===== src/rtl/fetch_unit.sv =====
// fetch_unit
//
// Instruction fetch stage for the 8-bit accumulator CPU. It holds the
// program counter and fetches 16-bit instruction words from instruction
// memory over a req/ack handshake. It latches each word into outins for the
// downstream control unit. It then picks the next PC from the control
// unit's stop / pcJMP / banEBL / ban inputs.
//
// Parameters
//   RESET_PC  PC loaded on reset; first fetch address
//   CNT_W     width of the retired-instruction counter
//
// Ports
//   clk        system clock, rising-edge active
//   rst        asynchronous active-high reset
//   imem_req   read request, held with a stable address until acknowledged
//   imem_addr  read address, always equal to pc
//   imem_ack   memory acknowledge, imem_data valid in the same cycle
//   imem_data  instruction word from memory
//   outins     instruction register ([15:8] opcode, [7:0] operand/target)
//   ins_valid  one-cycle pulse while outins holds a fresh instruction (EXEC)
//   stop       halt request from the control unit
//   pcJMP      unconditional jump from the control unit
//   banEBL     conditional-branch enable from the control unit
//   ban        branch condition (accumulator negative)
//   pc         current program counter
//   halted     high while halted
//   ins_cnt    saturating count of executed instructions

module fetch_unit #(
  parameter logic [7:0] RESET_PC = 8'h00,
  parameter int         CNT_W    = 16
) (
  input  logic             clk,
  input  logic             rst,
  output logic             imem_req,
  output logic [7:0]       imem_addr,
  input  logic             imem_ack,
  input  logic [15:0]      imem_data,
  output logic [15:0]      outins,
  output logic             ins_valid,
  input  logic             stop,
  input  logic             pcJMP,
  input  logic             banEBL,
  input  logic             ban,
  output logic [7:0]       pc,
  output logic             halted,
  output logic [CNT_W-1:0] ins_cnt
);

  typedef enum logic [1:0] {
    IDLE  = 2'd0,
    FETCH = 2'd1,
    EXEC  = 2'd2,
    HALT  = 2'd3
  } state_t;

  localparam logic [CNT_W-1:0] CNT_ONE = {{(CNT_W-1){1'b0}}, 1'b1};
  localparam logic [CNT_W-1:0] CNT_MAX = {CNT_W{1'b1}};

  state_t state;

  // The request address is never registered separately, so it cannot
  // drift away from the PC.
  assign imem_addr = pc;

  // Single FSM with registered outputs. imem_req, ins_valid and halted are
  // set on the edge that enters the state they describe, so each one is
  // high exactly while the FSM sits in FETCH, EXEC or HALT respectively.
  always_ff @(posedge clk or posedge rst) begin
    if (rst) begin
      state     <= IDLE;
      pc        <= RESET_PC;
      outins    <= 16'h0000;
      imem_req  <= 1'b0;
      ins_valid <= 1'b0;
      halted    <= 1'b0;
      ins_cnt   <= '0;
    end else begin
      case (state)
        IDLE: begin
          state    <= FETCH;
          imem_req <= 1'b1;
        end

        FETCH: begin
          if (imem_ack) begin
            outins    <= imem_data;
            imem_req  <= 1'b0;
            ins_valid <= 1'b1;
            state     <= EXEC;
          end
        end

        EXEC: begin
          ins_valid <= 1'b0;
          // The instruction counts as retired on every exit from EXEC,
          // including the exit into HALT.
          if (ins_cnt != CNT_MAX) begin
            ins_cnt <= ins_cnt + CNT_ONE;
          end
          // stop has priority over every PC update, so a halted PC still
          // points at the halting instruction.
          if (stop) begin
            halted <= 1'b1;
            state  <= HALT;
          end else begin
            imem_req <= 1'b1;
            state    <= FETCH;
            if (pcJMP || (banEBL && ban)) begin
              pc <= outins[7:0];
            end else begin
              pc <= pc + 8'd1;
            end
          end
        end

        HALT: begin
          state <= HALT;
        end

        default: begin
          state <= IDLE;
        end
      endcase
    end
  end

endmodule

===== config.mk =====
export PLATFORM = sky130hd
export DESIGN_NAME = fetch_unit
export DESIGN_NICKNAME = d
export VERILOG_FILES = /design/src/rtl/fetch_unit.sv
export SDC_FILE = /design/constraint.sdc
export NUM_CORES = 1
export LEC_CHECK = 0
export CORE_UTILIZATION = 45
export CTS_CLUSTER_SIZE = 20
export DETAILED_ROUTE_END_ITERATION = 8
export GPL_ROUTABILITY_DRIVEN = 0
export PLACE_DENSITY = 0.79
export SYNTH_ARGS = -nofsm -noshare
export SYNTH_HDL_FRONTEND = slang
export SYNTH_SLANG_ARGS = --single-unit

===== constraint.sdc =====
create_clock -name clk -period 2.3 [get_ports clk]
set_input_delay 0.46 -clock clk [delete_from_list [all_inputs] [get_ports clk]]
set_output_delay 0.46 -clock clk [all_outputs]
set_load 0.05 [all_outputs]

==> Yosys cells after proc, flatten, opt, wreduce, memory -nomap -nowiden <==
Cells that the tools add are included.
{ "totals": {"reg_bits": 45, "latch_bits": 0, "ram_bits": 0, "romBits": 0, "input_bits": 23, "elab_cells": 36, "n_memories": 0} }
{ "classes": {"addsub": 2, "n_mul": 0, "n_div": 0, "magnitude_cmp": 0, "n_eq_ne": 6, "shift": 0, "muxes": 9, "bitwise": 1, "reduce_logical": 11} }
{ "ops": {"columns": ["op", "count"], "rows": [
  ["adder 16 x 1 -> 16 bit (second input constant)", 1],
  ["!= test 16 bit (second input constant)", 1],
  ["AND reduction 2 bit", 5],
  ["adder 8 x 1 -> 8 bit (second input constant)", 1],
  ["2-to-1 mux 8 bit", 1],
  ["case mux 2 bit (4 select lines)", 1],
  ["== test 2 bit (second input constant)", 2],
  ["2-to-1 mux 2 bit", 2],
  ["!= test 2 bit (second input constant)", 2],
  ["2-to-1 mux 1 bit", 3],
  ["case mux 1 bit (3 select lines)", 1],
  ["AND reduction 3 bit", 1],
  ["nonzero test 3 bit", 1],
  ["== test 2 x 1 -> 1 bit (second input constant)", 1],
  ["logical NOT 2 bit", 1],
  ["case mux 1 bit (2 select lines)", 1],
  ["nonzero test 2 bit", 1],
  ["logical AND 1 bit", 1],
  ["logical OR 1 bit", 1],
  ["inverter 1 bit", 1]
]} }

==> Logic depth before layout (Yosys ltp) <==
{ "depth": {"word_depth": 3, "mapped_depth": 6, "mapped_depth_nobuf": 5} }

==> Worst setup path after synthesis <==
No wires, ideal clock.
{ "synth_timing": {"path_type": "register to register", "startpoint": "register ins_cnt[0]", "endpoint": "register ins_cnt[1]", "t_arrival_ns": 1.966, "setup_slack_ns": 0.209, "stages_incl_launch_ff": 6, "path_buffers": 0, "path_cell_list": "dfrtp_1 ha_1 nand4_2 nor4_4 nor2_2 mux2_4"} }
{ "synth_via": {"elab_chain_len": 2, "word_cells_on_any_way": 3, "classes_between": "1 x add/sub; 1 x eq/ne; 1 x reduce/logical"} }
{ "synth_lines": {"columns": ["element", "line", "text"], "rows": [
  ["start, declared", "48", "output logic [CNT_W-1:0] ins_cnt"],
  ["start signal, assigned", "100", "ins_cnt <= ins_cnt + CNT_ONE;"],
  ["parallel branches: the longest is 2 deep, another holds adder 16 x 1 -> 16 bit", null, null]
]} }
Parallel ways; which one is timed is not known.
A chain may end at the register's enable or synchronous reset.

==> Worst setup path after layout <==
{ "layout_timing": {"startpoint": "register pc[0], in the netlist imem_addr[0]", "endpoint": "output imem_addr[0]"} }
{ "layout_lines": {"columns": ["element", "line", "text"], "rows": [
  ["start, declared", "46", "output logic [7:0] pc,"],
  ["start signal, assigned", "111", "pc <= outins[7:0];"],
  ["start signal, assigned", "113", "pc <= pc + 8'd1;"],
  ["end, declared", "37", "output logic [7:0] imem_addr,"]
]} }
No word-level cell between the ends.

==> results.tsv <==
metric	value	unit
status	finished, violations left	
failing checks	DRC	
fillcell total	363	
top cells by area, synth	dfrtp_1, mux2_2, xor2_1	
die area	0.00508	mm2
largest net degree at the start of global routing	46	
Die Width	71.3	um
critical path's top delay family	buffers and inverters	
sw power	0.989	mW
Gate Count Post-Synth	186	
critical path fanouts, max	7	
CP max stage delay	0.86	ns
Avg Cell Area, Syn	11.6	um2
Fin. Hold Viols	0	
Synth Register Bits	45	
Syn-to-layout area delta	37.3	%
CTS Hold Bufs	0	
max cap viols	0	
setup bufs post-CTS	0	
CTS tree	done	
routing usage on met2	28.9	%
Crit Path Class	reg2out	
yosys warns	0	
RSZ-0062 raised after global routing	no	
CTS H-tree depth	2	
CP Launch Type	register	
Req. time, crit path	1.84	ns
worst path bufs/invs	1	
Fin Setup TNS	0	ns
Die Y-Extent	71.3	um
ANT cells	0	
GRT busiest layer	met2	
vias in the first global route	1555	
P_leak	1.29	nW
peak supply drop	609	uV
area fraction of the dominant cell type after synthesis	52.2	%
ratio of cells with drive above 1 in the final layout	14.9	%
Switching Fraction	39.8	%
biggest area consumer among synthesized cells	dfrtp_1	
global-route usage over all layers	18.9	%
DR pass1 iterations	6	
initial core utilization	48.2	%
num ports	74	
CTS resizes	0	
Power Dens Cells	839	mW/mm2
Clk Latency, worst-skew pair	0.29	ns
crit path DAT	1.64	ns
final setup vio count	0	
Post-Route Skew	0.00543	ns
Worst Hold Class	reg2reg	
Worst path slowest cell	clkdlybuf4s50_1	
Distinct cells, synth	41	
post-route ant nets	0	
port buffer count	73	
clk slew on worst S/H paths	0.07	ns
global-route wire length before repair	7380	um
Placeable Area	0.00447	mm2
worst-path cell chain	clkdlybuf4s50_1	
initial antenna violation count	0	
drt wl/cell	14.5	um
final worst-path cycle share	91.1	%
fin nets	280	
Worst setup EP type	output pin	
Seq/Total Area, Yosys	52.2	%
Seq pwr share	40.9	%
Design Area, Final	0.00296	mm2
Bufs on Longest Clock Path	2	
Comb power frac	39.6	%
GRT met1 Usage	25.7	%
Pint	1.50	mW
Starting DRT DRC Count	72	
DRC viols	4	
worst rel slew slack	62.1	%
Vias/cell	5.42	
DRT Wirelength	4460	um
Post-DP Area	0.00288	mm2
total gr overflow	0	
Clk pwr share	19.5	%
Post-DP HPWL	3190	um
Fmax achieved	0.477	GHz
via count	1663	
CTS root buffer	clkbuf_8	
Util after Layout	66.2	%
met3 Usage GRT	4.64	%
Clock Sinks	45	
Synth Cell Area	0.00216	mm2
net count after synthesis	211	
CTS Buf Count	5	
fin crit period	2.10	ns
row cnt	24	
Slew @ Worst Pin	0.567	ns
Slew Limit Fails	0	
Yosys cell counts (all sizes together):
library cell  instances
nor3                  2
o21a                  3
or2                   1
nor3b                 2
mux2                 18
or4                   1
o22ai                 4
nor2                  6
nand2                12
nor4                  6
mux2i                 1
nor2b                 2
nand4b                1
a41oi                 1
or3                   1
xnor2                 2
inv                   3
o21bai                1
a31oi                 1
nand2b                1
nand3                12
a21oi                13
buf                  12
o21ai                11
dfrtp                45
nand4                 6
clkbuf                2
a2bb2oi               2
and4                  1
ha                    2
nor4b                 1
xor2                  9
or3b                  1
state kept, by name, indices dropped and copies added (netlist names):
name       flops
imem_addr      8
ins_cnt       16
halted         1
imem_req       1
ins_valid      1
outins        16
state          2
layer usage:
metal	wire (um)	share of wire, %
met1	2040	46
met5	0	0
met3	197	4.4
met2	2130	48
met4	85	1.9
area by class of cell:
type	count	area, um2	share of cell area (%)
sequential	45	1130	38.0
multi-input combinational	124	921	31.1
timing repair buffer	76	753	25.4
clock buffer	7	86.3	2.91
tap	52	65.1	2.20
inverter	3	11.3	0.380
through the flow:
step / hold slack (ns) / total power [mW] / setup WS [ns] / cells
after floorplan: 0.536 / 1.68 / 0.209 / 186
after CTS: 0.502 / 2.51 / 0.194 / 307
final: 0.505 / 2.49 / 0.204 / 307
after global placement: 0.475 / 2.01 / 0.384 / 300
after detailed placement: 0.471 / 2.02 / 0.357 / 300
after global routing: 0.528 / 2.60 / 0.146 / 307
cells in the final DEF (no fill, tap or decap), types with 2 or more instances in the layout:
master	count
clkbuf_8	6
a2bb2oi_1	2
nand3_1	12
xnor2_1	2
nor4_1	3
mux2_2	17
nor2b_1	2
buf_4	3
nand2_1	12
inv_1	2
dfrtp_1	45
nor3b_1	2
a21oi_1	13
xor2_1	9
o21a_1	3
nor2_1	5
nor3_1	2
o22ai_1	4
nor4_2	2
nand4_1	3
ha_1	2
clkdlybuf4s50_1	73
o21ai_0	11
nand4_4	2
power groups by stage:
stage | Clock [mW] | Combinational, mW | Sequential, mW
3_5_place_dp | 0 | 0.987 | 1.03
4_1_cts | 0.500 | 0.990 | 1.02
6_report | 0.485 | 0.983 | 1.02
3_3_place_gp | 0 | 0.979 | 1.03
2_1_floorplan | 0 | 0.271 | 1.41
5_1_grt | 0.533 | 1.02 | 1.04
worst paths after layout:
kind / depth (start not counted) / endpoint / slack (ns) / startpoint
max: 1 / imem_addr[0] / 0.20 / imem_addr[0]$_DFFE_PP0P_
min in group asynchronous: 3 / ins_cnt[15]$_DFFE_PP0P_ / 0.63 / rst
min: 1 / halted$_DFFE_PP0P_ / 0.51 / halted$_DFFE_PP0P_
min reg2reg: 1 / halted$_DFFE_PP0P_ / 0.51 / halted$_DFFE_PP0P_
max reg2reg: 5 / ins_cnt[1]$_DFFE_PP0P_ / 0.45 / ins_cnt[0]$_DFFE_PP0P_
max in group asynchronous: 3 / outins[7]$_DFFE_PP0P_ / 1.30 / rst
kinds of logic after synthesis:
group | after synthesis | share of synthesized area (%)
compound gates | 36 | 9.62
xor+xnor | 11 | 4.46
fa+ha+maj | 2 | 1.16
buf+inv | 17 | 5.16
flops | 45 | 52.2
mux | 19 | 10.0
simple gates | 56 | 17.4
No activity file was read; power rests on OpenSTA's default activity.
